===== src/rtl/pc_pkg.sv =====
// Shared definitions for the program-counter unit.
package pc_pkg;

  localparam int DEF_RAS_DEPTH   = 4;
  localparam int DEF_INSTR_SHIFT = 2;

  typedef enum logic [1:0] {
    SRC_SEQ,
    SRC_BR,
    SRC_RAS,
    SRC_REG
  } pcSrc_e;

endpackage


===== src/rtl/pc_ras_stack.sv =====
// Circular return-address stack with push, pop, replace and sticky error flags.
module ras_stack
  import pc_pkg::*;
#(
  parameter int WIDTH = 64,
  parameter int DEPTH = DEF_RAS_DEPTH
) (
  input  logic             clk,
  input  logic             rstN,
  input  logic             stall,
  input  logic             doRet,
  input  logic             doLink,
  input  logic [WIDTH-1:0] pushData,
  output logic [WIDTH-1:0] top,
  output logic             empty,
  output logic             overflow,
  output logic             underflow
);

  localparam int PW = $clog2(DEPTH);
  localparam int CW = PW + 1;

  logic [WIDTH-1:0] entries [DEPTH];
  logic [PW-1:0]    ptr;
  logic [PW-1:0]    ptrInc;
  logic [PW-1:0]    ptrDec;
  logic [CW-1:0]    count;
  logic             full;

  assign ptrInc = ptr + PW'(1);
  assign ptrDec = ptr - PW'(1);
  assign full   = (count == CW'(DEPTH));
  assign empty  = (count == '0);
  assign top    = entries[ptr];

  always_ff @(posedge clk or negedge rstN) begin
    if (!rstN) begin
      for (int i = 0; i < DEPTH; i++) entries[i] <= '0;
      ptr       <= '0;
      count     <= '0;
      overflow  <= 1'b0;
      underflow <= 1'b0;
    end else if (!stall) begin
      if (doRet && doLink) begin
        // RET+BL: an empty stack turns the replace into a push
        if (empty) begin
          ptr             <= ptrInc;
          entries[ptrInc] <= pushData;
          count           <= CW'(1);
          underflow       <= 1'b1;
        end else begin
          entries[ptr] <= pushData;
        end
      end else if (doRet) begin
        if (empty) begin
          underflow <= 1'b1;
        end else begin
          ptr   <= ptrDec;
          count <= count - CW'(1);
        end
      end else if (doLink) begin
        ptr             <= ptrInc;
        entries[ptrInc] <= pushData;
        if (full) overflow <= 1'b1;
        else      count    <= count + CW'(1);
      end
    end
  end

endmodule


===== src/rtl/pc_sequencer.sv =====
// Registered PC with next-PC selection and a return-address stack.
module pc_sequencer
  import pc_pkg::*;
#(
  parameter int              ADDR_WIDTH  = 64,
  parameter int              INSTR_SHIFT = DEF_INSTR_SHIFT,
  parameter int              RAS_DEPTH   = DEF_RAS_DEPTH,
  parameter [ADDR_WIDTH-1:0] RESET_PC    = '0
) (
  input  logic                  CLK,
  input  logic                  resetl,
  input  logic                  Stall,
  input  logic                  Branch,
  input  logic                  BranchNZ,
  input  logic                  ALUZero,
  input  logic                  Uncondbranch,
  input  logic                  Link,
  input  logic                  Ret,
  input  logic [ADDR_WIDTH-1:0] SignExtImm64,
  input  logic [ADDR_WIDTH-1:0] RegTarget,
  output logic [ADDR_WIDTH-1:0] CurrentPC,
  output logic [ADDR_WIDTH-1:0] NextPC,
  output logic [ADDR_WIDTH-1:0] LinkAddr,
  output logic                  RasEmpty,
  output logic                  RasOverflow,
  output logic                  RasUnderflow
);

  localparam logic [ADDR_WIDTH-1:0] STEP = ADDR_WIDTH'(1) << INSTR_SHIFT;

  logic [ADDR_WIDTH-1:0] seqPc;
  logic [ADDR_WIDTH-1:0] brPc;
  logic [ADDR_WIDTH-1:0] rasTop;
  pcSrc_e                src;

  assign seqPc    = CurrentPC + STEP;
  assign brPc     = CurrentPC + (SignExtImm64 << INSTR_SHIFT);
  assign LinkAddr = seqPc;

  always_comb begin
    src = SRC_SEQ;
    if (Ret)                               src = RasEmpty ? SRC_REG : SRC_RAS;
    else if (Uncondbranch)                 src = SRC_BR;
    else if (Branch && (ALUZero ^ BranchNZ)) src = SRC_BR;
  end

  always_comb begin
    unique case (src)
      SRC_BR:  NextPC = brPc;
      SRC_RAS: NextPC = rasTop;
      SRC_REG: NextPC = RegTarget;
      default: NextPC = seqPc;
    endcase
  end

  always_ff @(posedge CLK or negedge resetl) begin
    if (!resetl)     CurrentPC <= RESET_PC;
    else if (!Stall) CurrentPC <= NextPC;
  end

  ras_stack #(
    .WIDTH (ADDR_WIDTH),
    .DEPTH (RAS_DEPTH)
  ) uRas (
    .clk       (CLK),
    .rstN      (resetl),
    .stall     (Stall),
    .doRet     (Ret),
    .doLink    (Uncondbranch & Link),
    .pushData  (LinkAddr),
    .top       (rasTop),
    .empty     (RasEmpty),
    .overflow  (RasOverflow),
    .underflow (RasUnderflow)
  );

endmodule


===== config.mk =====
export PLATFORM = sky130hd
export DESIGN_NAME = pc_sequencer
export DESIGN_NICKNAME = d
export VERILOG_FILES = /design/src/rtl/pc_pkg.sv /design/src/rtl/pc_ras_stack.sv /design/src/rtl/pc_sequencer.sv
export SDC_FILE = /design/constraint.sdc
export NUM_CORES = 1
export LEC_CHECK = 0
export CORE_ASPECT_RATIO = 1.75
export CORE_MARGIN = 3
export CORE_UTILIZATION = 35
export DETAILED_ROUTE_END_ITERATION = 12
export SYNTH_ARGS = -nofsm -noshare
export SYNTH_HDL_FRONTEND = slang
export SYNTH_SLANG_ARGS = --single-unit

===== constraint.sdc =====
create_clock -name CLK -period 7.9 [get_ports CLK]
set_input_delay 1.185 -clock CLK [delete_from_list [all_inputs] [get_ports CLK]]
set_output_delay 1.185 -clock CLK [all_outputs]
set_load 0.02 [all_outputs]

# ---- Word level (Yosys, flattened, before mapping)
# Cells that the tools add are included.
dict set report op_classes {
  addsub 6
  order_cmp 4
  eq_ne 8
  muxes 32
  bitwise_logic 7
  reduce_logical 13
}
# cell count
set ops {}
lappend ops {{two-way mux 256 bit} 4}
lappend ops {{bitwise mux 256 bit} 2}
lappend ops {{demux 64 bit (select 2 bit)} 2}
lappend ops {{two-way mux 64 bit} 4}
lappend ops {{case mux 64 bit (3 select lines)} 1}
lappend ops {{binary-select mux 64 bit (select 2 bit)} 1}
lappend ops {{adder 64 x 3 -> 64 bit, second input constant} 1}
lappend ops {{adder 64 bit} 1}
lappend ops {{two-way mux 3 bit} 6}
lappend ops {{two-way mux 2 bit} 6}
lappend ops {{AND reduction 5 bit} 2}
lappend ops {{>= comparator 3 bit, second input constant} 2}
lappend ops {{< comparator 3 x 1 -> 1 bit, second input constant} 2}
lappend ops {{two-way mux 1 bit} 6}
lappend ops {{NOT 2 -> 3 bit} 2}
lappend ops {{== test 2 bit, second input constant} 2}
lappend ops {{logical AND 1 bit} 4}
lappend ops {{AND reduction 4 bit} 1}
lappend ops {{nonzero test 2 bit} 2}
lappend ops {{adder 3 x 1 -> 3 bit, second input constant} 1}
lappend ops {{== test 3 bit, second input constant} 1}
lappend ops {{zero test 3 bit} 1}
lappend ops {{!= test 3 x 2 -> 1 bit, second input constant} 1}
lappend ops {{!= test 3 bit, second input constant} 1}
lappend ops {{other kinds (12)} 14}
dict set report totals {
  register_bits 327
  inputBits 137
  output_inout_bits 195
  word_cells 79
}

# ---- Longest topological paths before layout
# Gate-level depths: netlist of run 1.
dict set report depth {
  depth_word 10
  mapped_depth 12
  depth_no_buf 12
}

# ---- Modules after synthesis
# A second synthesis of run 1 with hierarchy kept.
dict set report hier_totals {
  hier_cells 1887
  area_unflattened_um2 21419.3
}
# mod n_inst cells_each area_per_inst_um2 seq_area_each_um2
set by_module_without_submodules {}
lappend by_module_without_submodules {ras_stack 1 688 12011.5 6581.3}
lappend by_module_without_submodules {pc_sequencer 1 1199 9407.8 1601.5}

# ---- Least setup slack after synthesis of run 1
# OpenSTA, ideal clock, no wires.
dict set report synth_timing {
  path_type {in2out}
  startpoint {in SignExtImm64[0]}
  endpoint {out NextPC[60]}
  arrival_time_ns 4.004
  t_required_ns 6.715
  setup_slack_ns 2.711
  cell_stages 12
  path_buffers 0
  cell_sequence {ha_1 -> fa_1 -> a21o_1 -> a2111oi_4 -> nor4_1 -> o21ai_1 -> a21oi_1 -> a31oi_1 -> o21ai_1 -> a311oi_1 -> xor2_1 -> a21oi_1}
}
dict set report synth_between {
  elab_chain_cells 2
}
# item line
set synth_rtl {}
lappend synth_rtl {{start: declaration} pc_sequencer.sv:19} ;# input logic [ADDR_WIDTH-1:0] SignExtImm64,
lappend synth_rtl {{adder 64 bit} pc_sequencer.sv:37} ;# assign brPc = CurrentPC + (SignExtImm64 << INSTR_SHIFT);
lappend synth_rtl {{case mux 64 bit (3 select lines)} pc_sequencer.sv:48} ;# unique case (src)
lappend synth_rtl {{end: declaration} pc_sequencer.sv:22} ;# output logic [ADDR_WIDTH-1:0] NextPC,
# No other way between the ends.

# ---- Worst setup path after layout of run 1
# Same ends and word-level chain as after synthesis.

==> metrics.txt, run 1 <==
number of buffers created by CTS=35; Setup CP Type=in2out; most common cell after layout, fill and taps aside=clkdlybuf4s50_1; H-tree Lvls=2; Worst Hold Class=reg2reg; Cell Count, Final, Fillers Out=3354; Pleak=10.8 nW; slowest cell on the critical path=clkdlybuf4s50_1; ant diodes=0; Tcrit/Tclk final=90.0%; number of synthesized flops with an enable pin=0; element type at the critical path end=output pin; Site Rows=117; GPL Wtd Cong=0.963; Crit path max-delay family=compound AO/OA/AOI/OAI gates; Initial DRT Pass Iterations=5; synth warn=0; via count=18842; Cell Pwr Density=493 nW/um^2; Syn Nets=2516; Min Clock Period, post-route=7.11 ns; antenna violations before repair=5; Max VDD drop=0.316 mV; CTS clk-pin slew, worst paths=0.06 ns; Synth area leaders=dfrtp_1 40%, mux4_2 7.0%, a21oi_1 6.7%; Final Hold Viols=0; CTS max path bufs=3; Setup Fix Bufs, Post-CTS=0; Core ar.=58300 sq um; setup TNS=0 ns; most frequent cells in the layout=327 x clkdlybuf4s50_1, 325 x dfrtp_1, 300 x nand2_1; status=finished clean; Synth Flop Type=dfrtp_1; die height=327 um; area leader, netlist=dfrtp_1; CTS tree=done; largest net degree at the start of global routing=179; Initial DRC Count=1317; worst reg-to-reg setup slack=3.43 ns; Syn Area/Cell=8.93 sq um; Max FO, Critical Path=4; clock tree sinks=327; sequential area share after synthesis=39.7%; Slew HR=13.8%; vias in the first global route=19431; wire per inst=24.8 um; WP data arrival=5.92 ns; die width=190 um; Area growth, synth to finish=24.8%; Layout Nets=2764; final hold slack=0.475 ns; Routed Antenna Nets=0; Initial Util=35.4%; achievable frequency=141 MHz; die area=62000 sq um; Worst Skew=0.0305 ns; first-pass GRT wire length=124000 um; I/O Buffers=329; Via density=5.62; top-area cell type share of the netlist area=39.7%; CP bufs+invs=2; CP required=6.71 ns; Syn Inst Count=2311; Resize count post-CTS=0; FF+latch count, synth=327; Max Cap Violations=0; layout cells sized above 1=9.61%; final core occ=44.2%; DPL Wire Length=61600 um; clk_lat worst skew=0.55 ns; worst path cell trace=clkdlybuf4s50_1 > ha_1 > fa_1 > a21o_1 > a2111oi_4 > nor4_1 > o21ai_1 > a21oi_1 > a31oi_1 > o21ai_1 > a311oi_1 > xor2_1 > a21oi_1 > clkdlybuf4s50_1; grt total ovfl=0; ys async rst share=100%; Ports=332; slowest cell delay on critical path=0.62 ns; RSZ-0062 raised after global routing=false; DRC=0; fill cell count=5747; hold buffer count at cts=0; clock root buffer=clkbuf_16; worst slew pin tran=1.28 ns; startpoint types=primary input; Routed WL=83100 um; Distinct cells, synth=85; Setup-failing EPs final=0; GR Util All Layers=26.3%; Post-Syn Area=20600 sq um; Post-Place Cells=3295; max-slew violation count=0
-- flip-flops by register name (all words and copies together) (netlist names) --
signal and cells:
uRas.overflow 1, uRas.ptr 2, uRas.count 3, uRas.entries 256, uRas.underflow 1, CurrentPC 64
-- cells in the mapped netlist, drive strengths merged (4+ instances only) --
cell and instances:
o22ai 4, buf 26, nor3 18, a211oi 33, o221ai 4, mux2 60, a221o 4, dfrtp 327
a31oi 47, o21a 7, nand2b 5, nor2 297, nand4 32, a21boi 6, ha 66, clkbuf 120
and2 18, o31ai 13, o211ai 11, xnor2 64, a221oi 8, xor2 46, a21oi 277, a21o 38
a32oi 7, or2 4, o21ai 123, o21bai 18, nor2b 7, mux2i 19, nor4 12, mux4 64
and3 36, or3 5, nand2 301, nand3 43, inv 84, and4 10
-- final timing paths --
| kind | end | start | cells after the start |
|---|---|---|---|
| worst max-delay path | NextPC[60] | SignExtImm64[0] | 14 |
| worst min-delay path | uRas.entries[131] | uRas.entries[131] | 2 |
| worst max register to register | CurrentPC[60] | CurrentPC[2] | 12 |
| worst min register to register | uRas.entries[131] | uRas.entries[131] | 2 |
| max in group asynchronous | CurrentPC[44] | resetl | 2 |
| min in group asynchronous | uRas.entries[245] | resetl | 1 |
-- worst reg2reg max path, delay by kind of cell (launching register included) --
kind            cells  cell delay (ns)
flops               1             0.51
simple gates        1             0.13
compound gates      8             2.75
xor+xnor            1             0.22
fa+ha+maj           2             0.70
-- stage by stage --
stage | area (sq um) | total power, W | setup WS (ns)
finish | 25700 | 0.0127 | 0.792
floorplan | 20600 | 0.00779 | 2.71
detailed placement | 24600 | 0.0109 | 0.944
CTS | 25700 | 0.0127 | 0.929
global placement | 24600 | 0.0108 | 0.904
global route | 25700 | 0.0134 | 0.641
-- cell type report --
cell class | instances | area (sq um) | share of cell area (%)
clock buffer | 44 | 951 | 3.69
tap | 773 | 967 | 3.76
multi-input combinational | 1753 | 11600 | 45.1
timing repair buffer | 357 | 3520 | 13.7
clock inverter | 15 | 201 | 0.782
inverter | 85 | 319 | 1.24
sequential | 327 | 8190 | 31.8
-- logic make-up (layout without fill, tap and decap cells) --
| logic type | after synthesis | in the layout | synth area share (%) |
|---|---|---|---|
| AOI/OAI and AO/OA | 637 | 637 | 18.9 |
| adders and majority gates | 68 | 68 | 4.20 |
| buffers and inverters | 231 | 501 | 4.29 |
| xor gates and xnor gates | 110 | 110 | 4.67 |
| DFF | 327 | 327 | 39.7 |
| muxes | 143 | 143 | 11.2 |
| and+or+nand+nor | 795 | 795 | 17.1 |
-- report_power, final --
part           internal [W]  switching (W)  total (W)
clock network      0.000988       0.000739    0.00173
registers           0.00250       0.000857    0.00336
logic               0.00320        0.00441    0.00761
total               0.00669        0.00600     0.0127
-- metal layers --
metal	part of all wire, %	GRT usage (%)	vias to the layer above
met5	0.046	0	-
met4	6.4	14.4	6
met3	5.8	3.97	190
met2	51	47.3	753
met1	37	29.6	9168
li1	-	-	8725
No activity file was read; power rests on OpenSTA's default activity.
==> inputs of run 2 (changes only) <==
--- a/config.mk
+++ b/config.mk
@@ -11,4 +11,5 @@
 export DETAILED_ROUTE_END_ITERATION = 12
 export SYNTH_ARGS = -nofsm -noshare
 export SYNTH_HDL_FRONTEND = slang
+export SYNTH_HIERARCHICAL = 1
 export SYNTH_SLANG_ARGS = --single-unit
==> metrics.txt, run 2 <==
most frequent cells in the layout=326 x clkdlybuf4s50_1, 325 x dfrtp_1, 236 x mux2_2; worst reg2reg path depth=13 (+1); clk_lat worst skew=0.54 ns (about the same); number of synthesized flops with an enable pin=0 (unchanged); most common cell after layout, fill and taps aside=clkdlybuf4s50_1; Syn Area/Cell=11.4 sq um (+27%); Site Rows=119 (+1.7%); area leader, netlist=dfrtp_1; synth warn=6 (+6); Max Cap Violations=0 (unchanged); top-count cell post-synth=dfrtp_1; Syn Inst Count=1887 (-18%); DPL Wire Length=56200 um (-8.6%); Routed Antenna Nets=0 (unchanged); achievable frequency=135 MHz (-3.8%); biggest regs=uRas/entries x256, CurrentPC x64, uRas/count x3; wire per inst=26.1 um (+5.2%); Initial DRT Pass Iterations=5 (unchanged); max-slew violation count=0 (unchanged); Slew HR=23.3% (+9.5 points); Synth Area in Simple Gates=9.45% (-7.6 points); fraction of synthesized area in multiplexers=27.6% (+16 points); largest family of logic cells by synthesized area=multiplexers; top-area cell type share of the netlist area=38.2% (-1.5 points); Synth area leaders=dfrtp_1 38%, mux2_2 12%, mux4_2 6.7%; DRC=0 (unchanged); Routed WL=77600 um (-6.6%); Max FO, Critical Path=3 (-1); die area=64300 sq um (+3.7%); max reg flops=256 (unchanged); Distinct cells, synth=97 (+14%); Via density=5.74 (+2.2%); Initial DRC Count=1015 (-23%); Initial Util=35.4% (about the same); Most flops, register=uRas/entries; WP data arrival=6.20 ns (+0.28 ns); Min Clock Period, post-route=7.39 ns (+0.280 ns); ys async rst share=100% (unchanged); Resize count post-CTS=0 (unchanged); antenna violations before repair=7 (+2); Worst Hold Class=reg2reg; Setup Fix Bufs, Post-CTS=0 (unchanged); Tcrit/Tclk final=93.5% (+3.5 points); Post-Synth Adder-Cell Area=4.22% (+0.021 points); CTS max path bufs=3 (unchanged); worst r2r dst=CurrentPC[56]; total chip power=0.0121 W (-4.5%); Compound-Gate Fraction of Synth Area=12.1% (-6.9 points); sequential area share after synthesis=38.2% (-1.5 points); worst setup path endpoint=NextPC[62]; Worst Skew=0.0141 ns (-0.0163 ns); Setup CP Type=in2out; grt total ovfl=0 (unchanged); Worst setup startpoint=SignExtImm64[0]; FF+latch count, synth=327 (unchanged); GR Util All Layers=23.7% (-2.6 points); die width=193 um (+1.8%); Core ar.=60500 sq um (+3.8%); clock tree sinks=327 (unchanged); Ports=332 (unchanged); status=finished clean; CTS clk-pin slew, worst paths=0.06 ns (about the same); Cell Pwr Density=458 nW/um^2 (-7.1%); I/O Buffers=329 (unchanged); Setup-failing EPs final=0 (unchanged); via count=17097 (-9.3%); setup TNS=0 ns (unchanged); worst slew pin tran=1.15 ns (-0.133 ns); Area growth, synth to finish=23.5%; Synth Flop Type=dfrtp_1; element type at the critical path end=output pin; Syn Nets=2095 (-17%); first-pass GRT wire length=115000 um (-7.0%); startpoint types=primary input; Post-Syn Area=21400 sq um (+3.8%); largest net degree at the start of global routing=156 (-13%); RSZ-0062 raised after global routing=false; Synth Area in XOR/XNOR=4.60% (-0.072 points); vias in the first global route=18409 (-5.3%); final hold slack=0.470 ns (-0.00518 ns); synth cell count leaders=327 x dfrtp_1, 236 x mux2_2, 122 x nand2_1; H-tree Lvls=2 (unchanged); CP required=6.71 ns (about the same); CTS tree=done; hold buffer count at cts=0 (unchanged); worst reg-to-reg setup slack=3.10 ns (-0.33 ns); number of buffers created by CTS=35 (unchanged); clock root buffer=clkbuf_16; r2r startpoint=CurrentPC[2]; layout cells sized above 1=22.5% (+13 points); Layout Nets=2370 (-14%); die height=333 um (+1.9%); Max VDD drop=0.249 mV (-21%); Final Hold Viols=0 (unchanged); Pleak=11.3 nW (+5.2%); GPL Wtd Cong=0.902 (-6.3%)
## run 2: cell types whose count changed after synthesis, sizes merged, moves of 51 or more
cell / delta
o21ai: -67
clkbuf: -65
a21oi: -166
mux2: +254
nand2: -178
nor2: -209
mux2i: +51
## run 2: layout make-up
class	count	area, sq um
clock inverters	17	209
repair buffers	352	3490
well taps	786	983
inverters	46	173
clock buffers	45	963
multi-input cells	1400	12400
flip-flops and latches	327	8190
diodes	5	12.5
fillers	5699	34000
## run 2: worst max-delay path: stages
cell	delay, ns
clkdlybuf4s50_1	0.46
ha_1	0.18
inv_1	0.06
fa_1	0.41
nor2b_1	0.22
o2111ai_1	0.28
a211oi_1	0.69
o211ai_1	0.37
a211oi_1	0.48
o21ai_2	0.13
a211oi_1	0.49
or3_1	0.20
a21oi_1	0.10
nor3_1	0.29
clkdlybuf4s50_1	0.66
## run 2: layer usage
metal / track usage, % / up-vias / part of all wire (%)
li1: - / 7597 / -
met1: 27.1 / 8651 / 37
met2: 41.9 / 674 / 51
met3: 4.66 / 171 / 6.6
met4: 11.4 / 4 / 5.2
met5: 0 / - / 0.035
## run 2: power breakdown
part	total, W	switching (W)	internal, W	leakage [nW]
sequential	0.00330	0.000838	0.00247	4.06
clock	0.00171	0.000710	0.00100	0.576
combinational	0.00710	0.00372	0.00339	6.69
## run 2: cell families (layout without fill, tap and decap cells)
logic type      count (synthesis)  after routing
buf+inv                       160            460
mux                           448            448
flops                         327            327
compound gates                368            368
other cells                     0              5
simple gates                  403            403
fa+ha+maj                      71             71
xor+xnor                      110            110
## run 2: worst min-delay path by stage
stage,start,end,slack (ns),cells past startpoint
after floorplan,uRas/entries[104],uRas/entries[104],0.46,1
after global placement,uRas/underflow,uRas/underflow,0.46,1
after detailed placement,uRas/underflow,uRas/underflow,0.46,1
after CTS,uRas/underflow,uRas/underflow,0.48,1
after global routing,uRas/underflow,uRas/underflow,0.49,1
final,uRas/underflow,uRas/underflow,0.47,1
## run 2: metrics by stage
step           utilization [%]  cells  setup slack, ns  area, sq um
2_1_floorplan                -   1887             2.81        21400
3_3_place_gp              41.8   2911            0.637        25300
3_5_place_dp              41.8   2911            0.623        25300
4_1_cts                   43.7   2973            0.598        26400
5_1_grt                   43.7   2973            0.362        26400
6_report                  43.7   2978            0.512        26400
==> inputs of run 3 (changes only) <==
--- a/config.mk
+++ b/config.mk
@@ -9,6 +9,8 @@
 export CORE_MARGIN = 3
 export CORE_UTILIZATION = 35
 export DETAILED_ROUTE_END_ITERATION = 12
+export GPL_ROUTABILITY_DRIVEN = 0
+export PLACE_DENSITY = 0.52
 export SYNTH_ARGS = -nofsm -noshare
 export SYNTH_HDL_FRONTEND = slang
 export SYNTH_HIERARCHICAL = 1
==> metrics.txt, run 3 (synthesis gave the netlist of run 2 again) <==
final hold slack=0.476 ns (+0.00598 ns); DRC=0 (unchanged); CTS clk-pin slew, worst paths=0.06 ns (about the same); vias in the first global route=17898 (-2.8%); clock network fraction of total power=14.0% (about the same); number of buffers created by CTS=36 (+2.9%); Core ar.=60500 sq um (unchanged); startpoint types=primary input; antenna violations before repair=10 (+3); CTS tree=done; CP required=6.71 ns (about the same); first-pass GRT wire length=117000 um (+1.4%); Worst Hold Class=reg2reg; worst slew pin tran=1.05 ns (-0.105 ns); fill cell count=5805 (+1.9%); WP data arrival=6.11 ns (-0.09 ns); Initial DRT Pass Iterations=5 (unchanged); Post-Place Cells=2912 (+0.034%); met1 wire length=30300 um (+4.3%); Max Cap Violations=0 (unchanged); max-slew violation count=0 (unchanged); layout cells sized above 1=22.4% (-0.056 points); die height=333 um (unchanged); Setup CP Type=in2out; I/O Buffers=329 (unchanged); Area growth, synth to finish=23.4% (about the same); worst reg-to-reg setup slack=3.19 ns (+0.09 ns); hold buffer count at cts=0 (unchanged); Via density=5.71 (-0.57%); largest net degree at the start of global routing=157 (+0.64%); Cell Pwr Density=457 nW/um^2 (-0.18%); Initial Util=35.4% (unchanged); Layout Nets=2372 (+0.084%); biggest regs=uRas/entries x256, CurrentPC x64, uRas/count x3; Cell Int Power=0.00681 W (-0.67%); Setup-failing EPs final=0 (unchanged); most frequent cells in the layout=326 x clkdlybuf4s50_1, 325 x dfrtp_1, 236 x mux2_2; die width=193 um (unchanged); Tcrit/Tclk final=92.4% (-1.1 points); uppermost routed layer=met5; Most flops, register=uRas/entries; Routed WL=79200 um (+2.0%); combinational share of power=59.0% (+0.4 points); max reg flops=256 (unchanged); achievable frequency=137 MHz (+1.2%); Initial DRC Count=935 (-7.9%); DPL Wire Length=56600 um (+0.69%); hold-critical path depth=1 (unchanged); Max FO, Critical Path=3 (unchanged); Max VDD drop=0.272 mV (+9.3%); Final Hold Viols=0 (unchanged); Site Rows=119 (unchanged); Ports=332 (unchanged); NetSw=0.00528 W (+0.30%); CTS max path bufs=3 (unchanged); RSZ-0062 raised after global routing=false; H-tree Lvls=2 (unchanged); Cell Count, Final, Fillers Out=2981 (+0.10%); clock tree sinks=327 (unchanged); grt total ovfl=0 (unchanged); setup TNS=0 ns (unchanged); worst reg2reg path depth=13 (unchanged); most common cell after layout, fill and taps aside=clkdlybuf4s50_1; clk_lat worst skew=0.54 ns (about the same); Min Clock Period, post-route=7.30 ns (-0.0884 ns); Setup Fix Bufs, Post-CTS=0 (unchanged); GR Util All Layers=24.1% (+0.43 points); Resize count post-CTS=0 (unchanged); element type at the critical path end=output pin; met3 WL=4870 um (-4.2%); Sw Share=43.7% (+0.24 points); DR WL met2=41200 um (+4.5%); via count=17016 (-0.47%); part of the power in registers=27.1% (-0.2 points); Pleak=11.3 nW (about the same); Worst Skew=0.0168 ns (+0.00268 ns); die area=64300 sq um (unchanged); wire per inst=26.6 um (+1.9%); Routed Antenna Nets=0 (unchanged); status=finished clean; Slew HR=30.1% (+6.8 points); clock root buffer=clkbuf_16
## run 3: changes by cell type in the layout (fill, tap and decap cells not counted), sizes merged
cell / before / now
clkbuf: 45 / 51
buf: 26 / 27
inv: 49 / 47
clkinv: 8 / 7
bufinv: 4 / 1
diode: 5 / 7
## run 3: cell type report
cell class	count	area [sq um]	share of cell area [%]
Clock inverter	11	92.6	0.350
Tap cell	786	983	3.72
Antenna cell	7	17.5	0.0663
Multi-Input combinational cell	1400	12400	47.0
Sequential cell	327	8190	31.0
Inverter	46	173	0.653
Clock buffer	51	1050	3.97
Timing Repair Buffer	353	3500	13.2
## run 3: power by group through the flow
stage	Sequential [W]	Combinational [W]	Clock, W
2_1_floorplan	0.00312	0.00453	0
3_3_place_gp	0.00324	0.00708	0
3_5_place_dp	0.00330	0.00713	0
4_1_cts	0.00328	0.00718	0.00175
5_1_grt	0.00339	0.00764	0.00181
6_report	0.00327	0.00713	0.00169
## run 3: worst max-delay path, cell delays in order
cell and delay (ns):
clkdlybuf4s50_1 0.47, ha_1 0.17, inv_1 0.06, fa_1 0.40, nor2b_1 0.22, o2111ai_1 0.26
a211oi_1 0.63, o211ai_1 0.36, a211oi_1 0.50, o21ai_2 0.14, a211oi_1 0.44, or3_1 0.19
a21oi_1 0.09, nor3_1 0.32, clkdlybuf4s50_1 0.66
## run 3: final timing paths
check / endpoint / start
min in group asynchronous: uRas/entries[49] / resetl
worst min register to register: uRas/underflow / uRas/underflow
max in group asynchronous: uRas/ptr[0] / resetl
worst min-delay path: uRas/underflow / uRas/underflow
worst max register to register: CurrentPC[56] / CurrentPC[2]
worst max-delay path: NextPC[62] / SignExtImm64[0]
## run 3: per-stage QoR
stage	instance area [sq um]	util, %	setup WS, ns	power, W
6_report	26400	43.7	0.601	0.0121
5_1_grt	26400	43.7	0.405	0.0128
4_1_cts	26400	43.7	0.697	0.0122
3_5_place_dp	25300	41.8	0.733	0.0104
3_3_place_gp	25300	41.8	0.720	0.0103
2_1_floorplan	21400	-	2.81	0.00765
## run 3: metal layers
| layer | up-vias | global-route usage (%) |
|---|---|---|
| met5 | - | 0 |
| li1 | 7603 | - |
| met4 | 6 | 8.41 |
| met1 | 8700 | 28.0 |
| met3 | 136 | 4.52 |
| met2 | 571 | 44.0 |
